===== src/rtl/ipif_reg_bank_pkg.sv =====
// Shared types and helpers for the IPIF register bank: FSM encoding, access classes, log2.
// Pure declarations; no timing or flow control of its own.
package ipif_reg_pkg;

  typedef enum logic [1:0] {
    IDLE = 2'd0,
    ACK  = 2'd1,
    HOLD = 2'd2
  } state_t;

  typedef enum logic [1:0] {
    CLS_WO  = 2'd0,
    CLS_RW  = 2'd1,
    CLS_RO  = 2'd2,
    CLS_BAD = 2'd3
  } acc_cls_t;

  localparam int BYTE_W = 8;

  // Ceiling log2; log2(1) = 0.
  function automatic int log2(input int n);
    int r;
    r = 0;
    for (int i = 0; i < 31; i++)
      if ((1 << i) < n) r = i + 1;
    return r;
  endfunction

  // Word index -> region, in map order WO, RW, RO, then out of range.
  function automatic acc_cls_t idx_class(input int idx, input int n_wo,
                                         input int n_rw, input int n_ro);
    acc_cls_t c;
    if (idx < n_wo)                    c = CLS_WO;
    else if (idx < n_wo + n_rw)        c = CLS_RW;
    else if (idx < n_wo + n_rw + n_ro) c = CLS_RO;
    else                               c = CLS_BAD;
    return c;
  endfunction

endpackage


===== src/rtl/ipif_reg_bank_if.sv =====
// IPIF slave bus bundle between the AXI-Lite IPIF and the register bank.
// Request held by master until one ack pulse; no further backpressure.
interface ipif_reg_bank_if #(
  parameter int DATA_W = 32,
  parameter int ADDR_W = 32
);
  logic [ADDR_W-1:0]   Bus2IP_Addr;
  logic                Bus2IP_CS;
  logic                Bus2IP_RNW;
  logic [DATA_W-1:0]   Bus2IP_Data;
  logic [DATA_W/8-1:0] Bus2IP_BE;
  logic [DATA_W-1:0]   IP2Bus_Data;
  logic                IP2Bus_RdAck;
  logic                IP2Bus_WrAck;
  logic                IP2Bus_Error;

  modport master (
    output Bus2IP_Addr, Bus2IP_CS, Bus2IP_RNW, Bus2IP_Data, Bus2IP_BE,
    input  IP2Bus_Data, IP2Bus_RdAck, IP2Bus_WrAck, IP2Bus_Error
  );

  modport slave (
    input  Bus2IP_Addr, Bus2IP_CS, Bus2IP_RNW, Bus2IP_Data, Bus2IP_BE,
    output IP2Bus_Data, IP2Bus_RdAck, IP2Bus_WrAck, IP2Bus_Error
  );
endinterface


===== src/rtl/ipif_reg_bank_be_merge.sv =====
// Byte-lane write merge: each lane takes the new byte when its enable is set.
// Combinational, zero latency; no flow control.
module ipif_be_merge
  import ipif_reg_pkg::*;
#(
  parameter int DW = 32
) (
  input  logic [DW-1:0]        i_old,
  input  logic [DW-1:0]        i_new,
  input  logic [DW/BYTE_W-1:0] i_be,
  output logic [DW-1:0]        o_merged
);
  for (genvar b = 0; b < DW / BYTE_W; b++) begin : g_lane
    assign o_merged[b*BYTE_W +: BYTE_W] = i_be[b] ? i_new[b*BYTE_W +: BYTE_W]
                                                  : i_old[b*BYTE_W +: BYTE_W];
  end
endmodule


===== src/rtl/ipif_reg_bank.sv =====
// WO/RW/RO software register bank on the IPIF bus with byte enables, strobes and error acks.
// Ack, data, update and strobes one cycle after CS is sampled; one ack per CS assertion.
module ipif_reg_bank
  import ipif_reg_pkg::*;
#(
  parameter int C_S_AXI_DATA_WIDTH = 32,
  parameter int C_S_AXI_ADDR_WIDTH = 32,
  parameter int NUM_WO_REGS        = 1,
  parameter int NUM_RW_REGS        = 1,
  parameter int NUM_RO_REGS        = 1,
  parameter logic [(NUM_WO_REGS+NUM_RW_REGS)*C_S_AXI_DATA_WIDTH-1:0] RESET_VALUES = '0,
  parameter logic [NUM_RO_REGS-1:0] RO_CLR_ON_READ = '0
) (
  input  logic                                      Bus2IP_Clk,
  input  logic                                      Bus2IP_Resetn,
  ipif_reg_bank_if.slave                            ipif,
  output logic [NUM_WO_REGS*C_S_AXI_DATA_WIDTH-1:0] wo_regs,
  output logic [NUM_RW_REGS*C_S_AXI_DATA_WIDTH-1:0] rw_regs,
  input  logic [NUM_RO_REGS*C_S_AXI_DATA_WIDTH-1:0] ro_regs,
  output logic [NUM_WO_REGS+NUM_RW_REGS-1:0]        wr_pulse,
  output logic [NUM_RO_REGS-1:0]                    ro_rd_pulse
);
  localparam int DW       = C_S_AXI_DATA_WIDTH;
  localparam int NUM_W    = NUM_WO_REGS + NUM_RW_REGS;
  localparam int TOTAL    = NUM_W + NUM_RO_REGS;
  localparam int ADDR_LSB = log2(DW / BYTE_W);
  localparam int IDX_W    = (TOTAL > 1) ? log2(TOTAL) : 1;

  state_t                r_state;
  logic [IDX_W-1:0]      r_idx;
  logic                  r_rnw;
  logic [DW-1:0]         r_wdat;
  logic [DW/BYTE_W-1:0]  r_be;
  logic [NUM_W*DW-1:0]   r_regs;
  logic [DW-1:0]         r_rdata;
  logic                  r_rdack;
  logic                  r_wrack;
  logic                  r_err;
  logic [NUM_W-1:0]      r_wr_pulse;
  logic [NUM_RO_REGS-1:0] r_ro_pulse;

  logic [DW-1:0] w_old;
  logic [DW-1:0] w_ro;
  logic [DW-1:0] w_merged;
  acc_cls_t      w_cls;
  logic          w_unused;

  assign w_cls = idx_class(int'(r_idx), NUM_WO_REGS, NUM_RW_REGS, NUM_RO_REGS);

  always_comb begin
    w_old = '0;
    for (int i = 0; i < NUM_W; i++)
      if (r_idx == IDX_W'(i)) w_old = r_regs[i*DW +: DW];
  end

  always_comb begin
    w_ro = '0;
    for (int k = 0; k < NUM_RO_REGS; k++)
      if (r_idx == IDX_W'(NUM_W + k)) w_ro = ro_regs[k*DW +: DW];
  end

  ipif_be_merge #(.DW(DW)) u_merge (
    .i_old    (w_old),
    .i_new    (r_wdat),
    .i_be     (r_be),
    .o_merged (w_merged)
  );

  always_ff @(posedge Bus2IP_Clk or negedge Bus2IP_Resetn) begin
    if (!Bus2IP_Resetn) begin
      r_state    <= IDLE;
      r_idx      <= '0;
      r_rnw      <= 1'b0;
      r_wdat     <= '0;
      r_be       <= '0;
      r_regs     <= RESET_VALUES;
      r_rdata    <= '0;
      r_rdack    <= 1'b0;
      r_wrack    <= 1'b0;
      r_err      <= 1'b0;
      r_wr_pulse <= '0;
      r_ro_pulse <= '0;
    end else begin
      r_rdack    <= 1'b0;
      r_wrack    <= 1'b0;
      r_err      <= 1'b0;
      r_wr_pulse <= '0;
      r_ro_pulse <= '0;
      case (r_state)
        IDLE: if (ipif.Bus2IP_CS) begin
          r_idx   <= ipif.Bus2IP_Addr[ADDR_LSB +: IDX_W];
          r_rnw   <= ipif.Bus2IP_RNW;
          r_wdat  <= ipif.Bus2IP_Data;
          r_be    <= ipif.Bus2IP_BE;
          r_state <= ACK;
        end
        ACK: begin
          r_state <= HOLD;
          if (r_rnw) begin
            r_rdack <= 1'b1;
            r_err   <= (w_cls == CLS_WO) || (w_cls == CLS_BAD);
            r_rdata <= (w_cls == CLS_RW) ? w_old :
                       (w_cls == CLS_RO) ? w_ro  : '0;
            // Strobe goes out for every RO read; the counter owner decides whether to clear.
            for (int k = 0; k < NUM_RO_REGS; k++)
              if (r_idx == IDX_W'(NUM_W + k)) r_ro_pulse[k] <= 1'b1;
          end else begin
            r_wrack <= 1'b1;
            r_err   <= (w_cls == CLS_RO) || (w_cls == CLS_BAD);
            for (int i = 0; i < NUM_W; i++)
              if (r_idx == IDX_W'(i)) begin
                r_regs[i*DW +: DW] <= w_merged;
                r_wr_pulse[i]      <= 1'b1;
              end
          end
        end
        HOLD: if (!ipif.Bus2IP_CS) r_state <= IDLE;
        default: r_state <= IDLE;
      endcase
    end
  end

  assign ipif.IP2Bus_Data  = r_rdata;
  assign ipif.IP2Bus_RdAck = r_rdack;
  assign ipif.IP2Bus_WrAck = r_wrack;
  assign ipif.IP2Bus_Error = r_err;
  assign wo_regs           = r_regs[NUM_WO_REGS*DW-1:0];
  assign rw_regs           = r_regs[NUM_W*DW-1:NUM_WO_REGS*DW];
  assign wr_pulse          = r_wr_pulse;
  assign ro_rd_pulse       = r_ro_pulse;

  // Upper address bits are don't-care; clear-on-read policy lives with the counter owner.
  assign w_unused = ^{ipif.Bus2IP_Addr, RO_CLR_ON_READ};
endmodule


===== src/flat_wrapper.sv =====
// flat-port wrapper written by rule: the top's interface ports become plain ports
module ipif_reg_bank_flat import ipif_reg_pkg::*;
#(
  parameter int C_S_AXI_DATA_WIDTH = 32,
  parameter int C_S_AXI_ADDR_WIDTH = 32,
  parameter int NUM_WO_REGS        = 1,
  parameter int NUM_RW_REGS        = 1,
  parameter int NUM_RO_REGS        = 1,
  parameter logic [(NUM_WO_REGS+NUM_RW_REGS)*C_S_AXI_DATA_WIDTH-1:0] RESET_VALUES = '0,
  parameter logic [NUM_RO_REGS-1:0] RO_CLR_ON_READ = '0
)
  (Bus2IP_Clk, Bus2IP_Resetn, wo_regs, rw_regs, ro_regs, wr_pulse, ro_rd_pulse, ipif_Bus2IP_Addr, ipif_Bus2IP_CS, ipif_Bus2IP_RNW, ipif_Bus2IP_Data, ipif_Bus2IP_BE, ipif_IP2Bus_Data, ipif_IP2Bus_RdAck, ipif_IP2Bus_WrAck, ipif_IP2Bus_Error);
  ipif_reg_bank_if #(.DATA_W(32), .ADDR_W(32)) ipif_i ();
  input  logic Bus2IP_Clk;
  input  logic Bus2IP_Resetn;
  output logic [NUM_WO_REGS*C_S_AXI_DATA_WIDTH-1:0] wo_regs;
  output logic [NUM_RW_REGS*C_S_AXI_DATA_WIDTH-1:0] rw_regs;
  input  logic [NUM_RO_REGS*C_S_AXI_DATA_WIDTH-1:0] ro_regs;
  output logic [NUM_WO_REGS+NUM_RW_REGS-1:0] wr_pulse;
  output logic [NUM_RO_REGS-1:0] ro_rd_pulse;
  input wire logic [$bits(ipif_i.Bus2IP_Addr)-1:0] ipif_Bus2IP_Addr;
  input wire logic [$bits(ipif_i.Bus2IP_CS)-1:0] ipif_Bus2IP_CS;
  input wire logic [$bits(ipif_i.Bus2IP_RNW)-1:0] ipif_Bus2IP_RNW;
  input wire logic [$bits(ipif_i.Bus2IP_Data)-1:0] ipif_Bus2IP_Data;
  input wire logic [$bits(ipif_i.Bus2IP_BE)-1:0] ipif_Bus2IP_BE;
  output wire logic [$bits(ipif_i.IP2Bus_Data)-1:0] ipif_IP2Bus_Data;
  output wire logic [$bits(ipif_i.IP2Bus_RdAck)-1:0] ipif_IP2Bus_RdAck;
  output wire logic [$bits(ipif_i.IP2Bus_WrAck)-1:0] ipif_IP2Bus_WrAck;
  output wire logic [$bits(ipif_i.IP2Bus_Error)-1:0] ipif_IP2Bus_Error;
  assign ipif_i.Bus2IP_Addr = ipif_Bus2IP_Addr;
  assign ipif_i.Bus2IP_CS = ipif_Bus2IP_CS;
  assign ipif_i.Bus2IP_RNW = ipif_Bus2IP_RNW;
  assign ipif_i.Bus2IP_Data = ipif_Bus2IP_Data;
  assign ipif_i.Bus2IP_BE = ipif_Bus2IP_BE;
  assign ipif_IP2Bus_Data = ipif_i.IP2Bus_Data;
  assign ipif_IP2Bus_RdAck = ipif_i.IP2Bus_RdAck;
  assign ipif_IP2Bus_WrAck = ipif_i.IP2Bus_WrAck;
  assign ipif_IP2Bus_Error = ipif_i.IP2Bus_Error;
  ipif_reg_bank #(.C_S_AXI_DATA_WIDTH(C_S_AXI_DATA_WIDTH), .C_S_AXI_ADDR_WIDTH(C_S_AXI_ADDR_WIDTH), .NUM_WO_REGS(NUM_WO_REGS), .NUM_RW_REGS(NUM_RW_REGS), .NUM_RO_REGS(NUM_RO_REGS), .RESET_VALUES(RESET_VALUES), .RO_CLR_ON_READ(RO_CLR_ON_READ)) u_core (.Bus2IP_Clk(Bus2IP_Clk), .Bus2IP_Resetn(Bus2IP_Resetn), .ipif(ipif_i), .wo_regs(wo_regs), .rw_regs(rw_regs), .ro_regs(ro_regs), .wr_pulse(wr_pulse), .ro_rd_pulse(ro_rd_pulse));
endmodule

===== config.mk =====
export PLATFORM = sky130hd
export DESIGN_NAME = ipif_reg_bank_flat
export DESIGN_NICKNAME = d
export VERILOG_FILES = /design/src/rtl/ipif_reg_bank_pkg.sv /design/src/rtl/ipif_reg_bank_if.sv /design/src/rtl/ipif_reg_bank_be_merge.sv /design/src/rtl/ipif_reg_bank.sv /design/src/flat_wrapper.sv
export SDC_FILE = /design/constraint.sdc
export NUM_CORES = 1
export LEC_CHECK = 0
export BUFFER_PORTS_ARGS = -buffer_cell sky130_fd_sc_hd__buf_2
export CAP_MARGIN = 10
export CORE_AREA = 3 3 150 116
export CTS_CLUSTER_DIAMETER = 100
export DETAILED_ROUTE_END_ITERATION = 6
export DIE_AREA = 0 0 153 119
export GPL_TIMING_DRIVEN = 0
export SLEW_MARGIN = 20
export SYNTH_ARGS = -nofsm -noshare
export SYNTH_HDL_FRONTEND = slang
export SYNTH_SLANG_ARGS = --single-unit

===== constraint.sdc =====
create_clock -name Bus2IP_Clk -period 1.62 [get_ports Bus2IP_Clk]
set_clock_uncertainty 0.2 [all_clocks]
set_input_delay 0.405 -clock Bus2IP_Clk [delete_from_list [all_inputs] [get_ports Bus2IP_Clk]]
set_output_delay 0.405 -clock Bus2IP_Clk [all_outputs]
set_load 0.01 [all_outputs]

==> key figures <==
Worst setup path
  – CP max stage delay: 0.44 ns
  – Delay-heaviest family, CP: buffers and inverters
  – CP startpoint: u_core.r_state[1]$_DFFE_PN0P_
  – Most frequent CP cell: buf_6
  – Slowest cell on crit path: dfrtp_2
  – Critical path buffers and inverters: 3
  – WP data required: 1.71 ns
  – CP startpoint kind: flop
  – CP Capture Type: flop
  – R2R Path Start: u_core.r_state[1]$_DFFE_PN0P_
  – CP max FO: 5
  – Critical Path, Cell by Cell: buf_4 > nor3b_4 > buf_6 > buf_6 > mux2_2
  – CP arrival: 1.89 ns
  – Crit path kind: reg2reg

Place
  – Port Buffers: 175
  – Placed cells: 772
  – Cell Area, Placed: 6770 um2
  – GP Congestion: 0.772
  – Dpl ws: -0.470 ns
  – HPWL after detailed placement: 10600 um

CTS
  – Worst-skew pair later-pin latency: 0.41 ns
  – Clock sinks: 143
  – Clock-pin transition on the worst setup and hold timing paths: 0.06 ns
  – Clock root buffer: clkbuf_16
  – TritonCTS buffer count: 17
  – CTS H-tree lvls: 4
  – CTS tree: built
  – CTS max path bufs: 2

Synth
  – Synth Warn #: 0
  – Yosys reg bits: 143
  – Sequential share of the synthesized area: 64.0%
  – Syn Inst Count: 386
  – Post-synth cell types: 21
  – Syn Std Cell Area: 5590 um2
  – Syn Area/Cell: 14.5 um2
  – Syn Nets: 490

Floorplan
  – Chip height: 119 um
  – Starting density of the core: 35.0%
  – Die extent in x: 153 um
  – Num ports: 206
  – Die area: 18200 um2
  – Core box area: 16000 um2
  – Cell row count: 40

Detailed routing
  – Vias/cell: 4.85
  – Post-Route WL: 16100 um
  – # DRC: 0
  – DRT iter0 DRCs: 154
  – DR WL/cell: 19.2 um
  – DR vias: 4055
  – DRT antenna net count: 0
  – First-pass iteration count of the detailed router: 5

Outcome
  – Failing checks: negative setup slack
  – Status: finished with violations

Power
  – Static Leak: 4.05 nW
  – Pwr dens: 2100 nW/um2
  – Peak supply drop: 1.02 mV

Layout
  – Fill cells: 1393
  – Area growth syn-to-layout: 45.2%
  – Final Cell Area: 8120 um2
  – Layout Cells excl Fill: 836
  – Post-layout net count: 716
  – Layout cell share with drive strength beyond 1: 61.0%

Timing
  – Period utilization: 111%
  – Final Hold Fails: 0
  – Highest clock rate: 0.556 GHz
  – Slew Viols, Final: 0
  – # setup viols final: 103
  – Worst Max-Slew Pin Slew: 0.420 ns
  – Minimum clock period: 1.80 ns
  – Slew headroom: 72.0%
  – Worst hold slack: 0.0264 ns
  – RSZ-0062 raised after global routing: yes
  – Fin worst setup slack: -0.179 ns

Flow run
  – Maximum capacitance violations: 0

Global route
  – M3 GR Usage: 6.39%
  – Vias in the first global route: 4340
  – First-pass GRT wire length: 24300 um
  – Met2 Usage GRT: 26.0%
  – Initial antenna violation count: 2
  – Total gr overflow: 0
  – Top Usage Layer GRT: met2
  – GR Util All Layers: 17.2%
  – Largest net degree at the start of global routing: 83
  – GRT met1 Usage: 23.2%

Hold path
  – Hold path startpoint: ipif_Bus2IP_BE[1]
  – Hold crit path type: in2reg
-- synthesized netlist by cell type (all sizes together) --
cell type | n | area, um2
clkbuf | 10 | 37.5
nand2b | 1 | 6.26
mux2 | 103 | 1160
o21ai | 32 | 160
nand3b | 2 | 15.0
and2 | 2 | 12.5
nor2 | 2 | 10.0
dfrtp | 143 | 3580
buf | 10 | 56.3
a22oi | 32 | 240
inv | 1 | 3.75
nand2 | 33 | 124
xnor2 | 1 | 8.76
nand3 | 8 | 133
nor2b | 4 | 25.0
nor3b | 2 | 20.0
-- metal layers --
metal  vias to the layer above  share of wire [%]
met3                        15                7.0
met4                         2                1.1
met2                       126                 45
met1                      2073                 47
met5                         -              0.081
li1                       1839                  -
-- final timing paths --
path | cells after the start | endpoint | slack, ns
min reg2reg | 2 | u_core.ipif.IP2Bus_Data[30]$_DFFE_PN0P_ | 0.28
max in group asynchronous | 3 | u_core.r_state[1]$_DFFE_PN0P_ | 0.21
max | 5 | u_core.r_wdat[10]$_DFFE_PN0P_ | -0.18
min | 2 | u_core.r_be[1]$_DFFE_PN0P_ | 0.03
max reg2reg | 5 | u_core.r_wdat[10]$_DFFE_PN0P_ | -0.18
min in group asynchronous | 2 | u_core.ipif.IP2Bus_RdAck$_DFF_PN0_ | 0.28
-- stage by stage --
stage	TNS [ns]	util [%]	power (mW)
4_1_cts	-6.72	48.4	16.5
6_report	-12.43	50.9	17.0
5_1_grt	-19.21	50.9	18.0
2_1_floorplan	0	-	9.18
3_3_place_gp	-319.98	42.1	11.2
3_5_place_dp	-37.14	42.4	11.5
-- sequential cells by signal, summed over array words and instances, names as in the netlist --
| name | count |
|---|---|
| u_core.ipif.IP2Bus_Data | 32 |
| u_core.ipif.IP2Bus_Error | 1 |
| u_core.r_state | 2 |
| u_core.wr_pulse | 2 |
| u_core.ipif.IP2Bus_WrAck | 1 |
| u_core.r_be | 4 |
| u_core.r_idx | 2 |
| u_core.r_regs | 64 |
| u_core.ipif.IP2Bus_RdAck | 1 |
| u_core.r_rnw | 1 |
| u_core.r_wdat | 32 |
| u_core.ro_rd_pulse | 1 |
-- power breakdown --
part / switching [mW] / leakage (nW) / internal (mW)
logic: 2.94 / 1.92 / 3.36
registers: 1.20 / 1.82 / 5.23
clock network: 1.52 / 0.308 / 2.77
total: 5.66 / 4.05 / 11.4
-- placed cells by master (no fill, tap or decap), types with 2 or more instances in the layout --
| cell type | instances |
|---|---|
| buf_2 | 175 |
| dfrtp_1 | 141 |
| mux2_2 | 81 |
| a22oi_1 | 29 |
| nand2_1 | 28 |
| o21ai_0 | 26 |
| clkbuf_16 | 24 |
| buf_4 | 21 |
| mux2_4 | 21 |
| nand3_4 | 8 |
| buf_6 | 7 |
| buf_8 | 6 |
| buf_12 | 5 |
| bufinv_16 | 5 |
| nor2b_1 | 4 |
| nand2_2 | 4 |
| clkinvlp_4 | 4 |
| dlygate4sd3_1 | 4 |
| o21ai_1 | 3 |
| a22oi_2 | 3 |
| o21ai_2 | 3 |
| clkinv_2 | 3 |
| nor3b_4 | 2 |
| and2_1 | 2 |
| nand3b_1 | 2 |
| dfrtp_2 | 2 |
-- repair_timing --
action	CTS	global route
resized for setup	59	61
setup buffers	10	10
hold endpoints to repair	64	0
pin swaps	1	1
endpoints found under the setup margin	139	165
hold buffers	4	0
gates cloned	3	7
-- worst reg2reg max path: stages (launching register included) --
cell and delay [ns]:
dfrtp_2 0.44, buf_4 0.15, nor3b_4 0.21, buf_6 0.19
buf_6 0.15, mux2_2 0.34
-- final cells by class --
| cell class | count | area, um2 | share of cell area [%] |
|---|---|---|---|
| Antenna cell | 1 | 2.50 | 0.0308 |
| Buffer | 19 | 221 | 2.73 |
| Clock buffer | 18 | 439 | 5.41 |
| Clock inverter | 14 | 213 | 2.62 |
| Inverter | 1 | 3.75 | 0.0462 |
| Multi-Input combinational cell | 222 | 2070 | 25.5 |
| Sequential cell | 143 | 3580 | 44.1 |
| Tap cell | 210 | 263 | 3.24 |
| Timing Repair Buffer | 208 | 1330 | 16.4 |
-- kinds of logic (layout without fill, tap and decap cells) --
| family | after synthesis | after routing | share of synthesized area, % |
|---|---|---|---|
| AO/OA/AOI/OAI | 64 | 64 | 7.16 |
| multiplexers | 103 | 103 | 20.7 |
| XOR/XNOR | 1 | 1 | 0.157 |
| flip-flops | 143 | 143 | 64.0 |
| buffers and inverters | 21 | 260 | 1.75 |
| other | 0 | 1 | 0 |
| AND/OR/NAND/NOR | 54 | 54 | 6.18 |
Note: power is estimated with default switching activity, not from simulation.
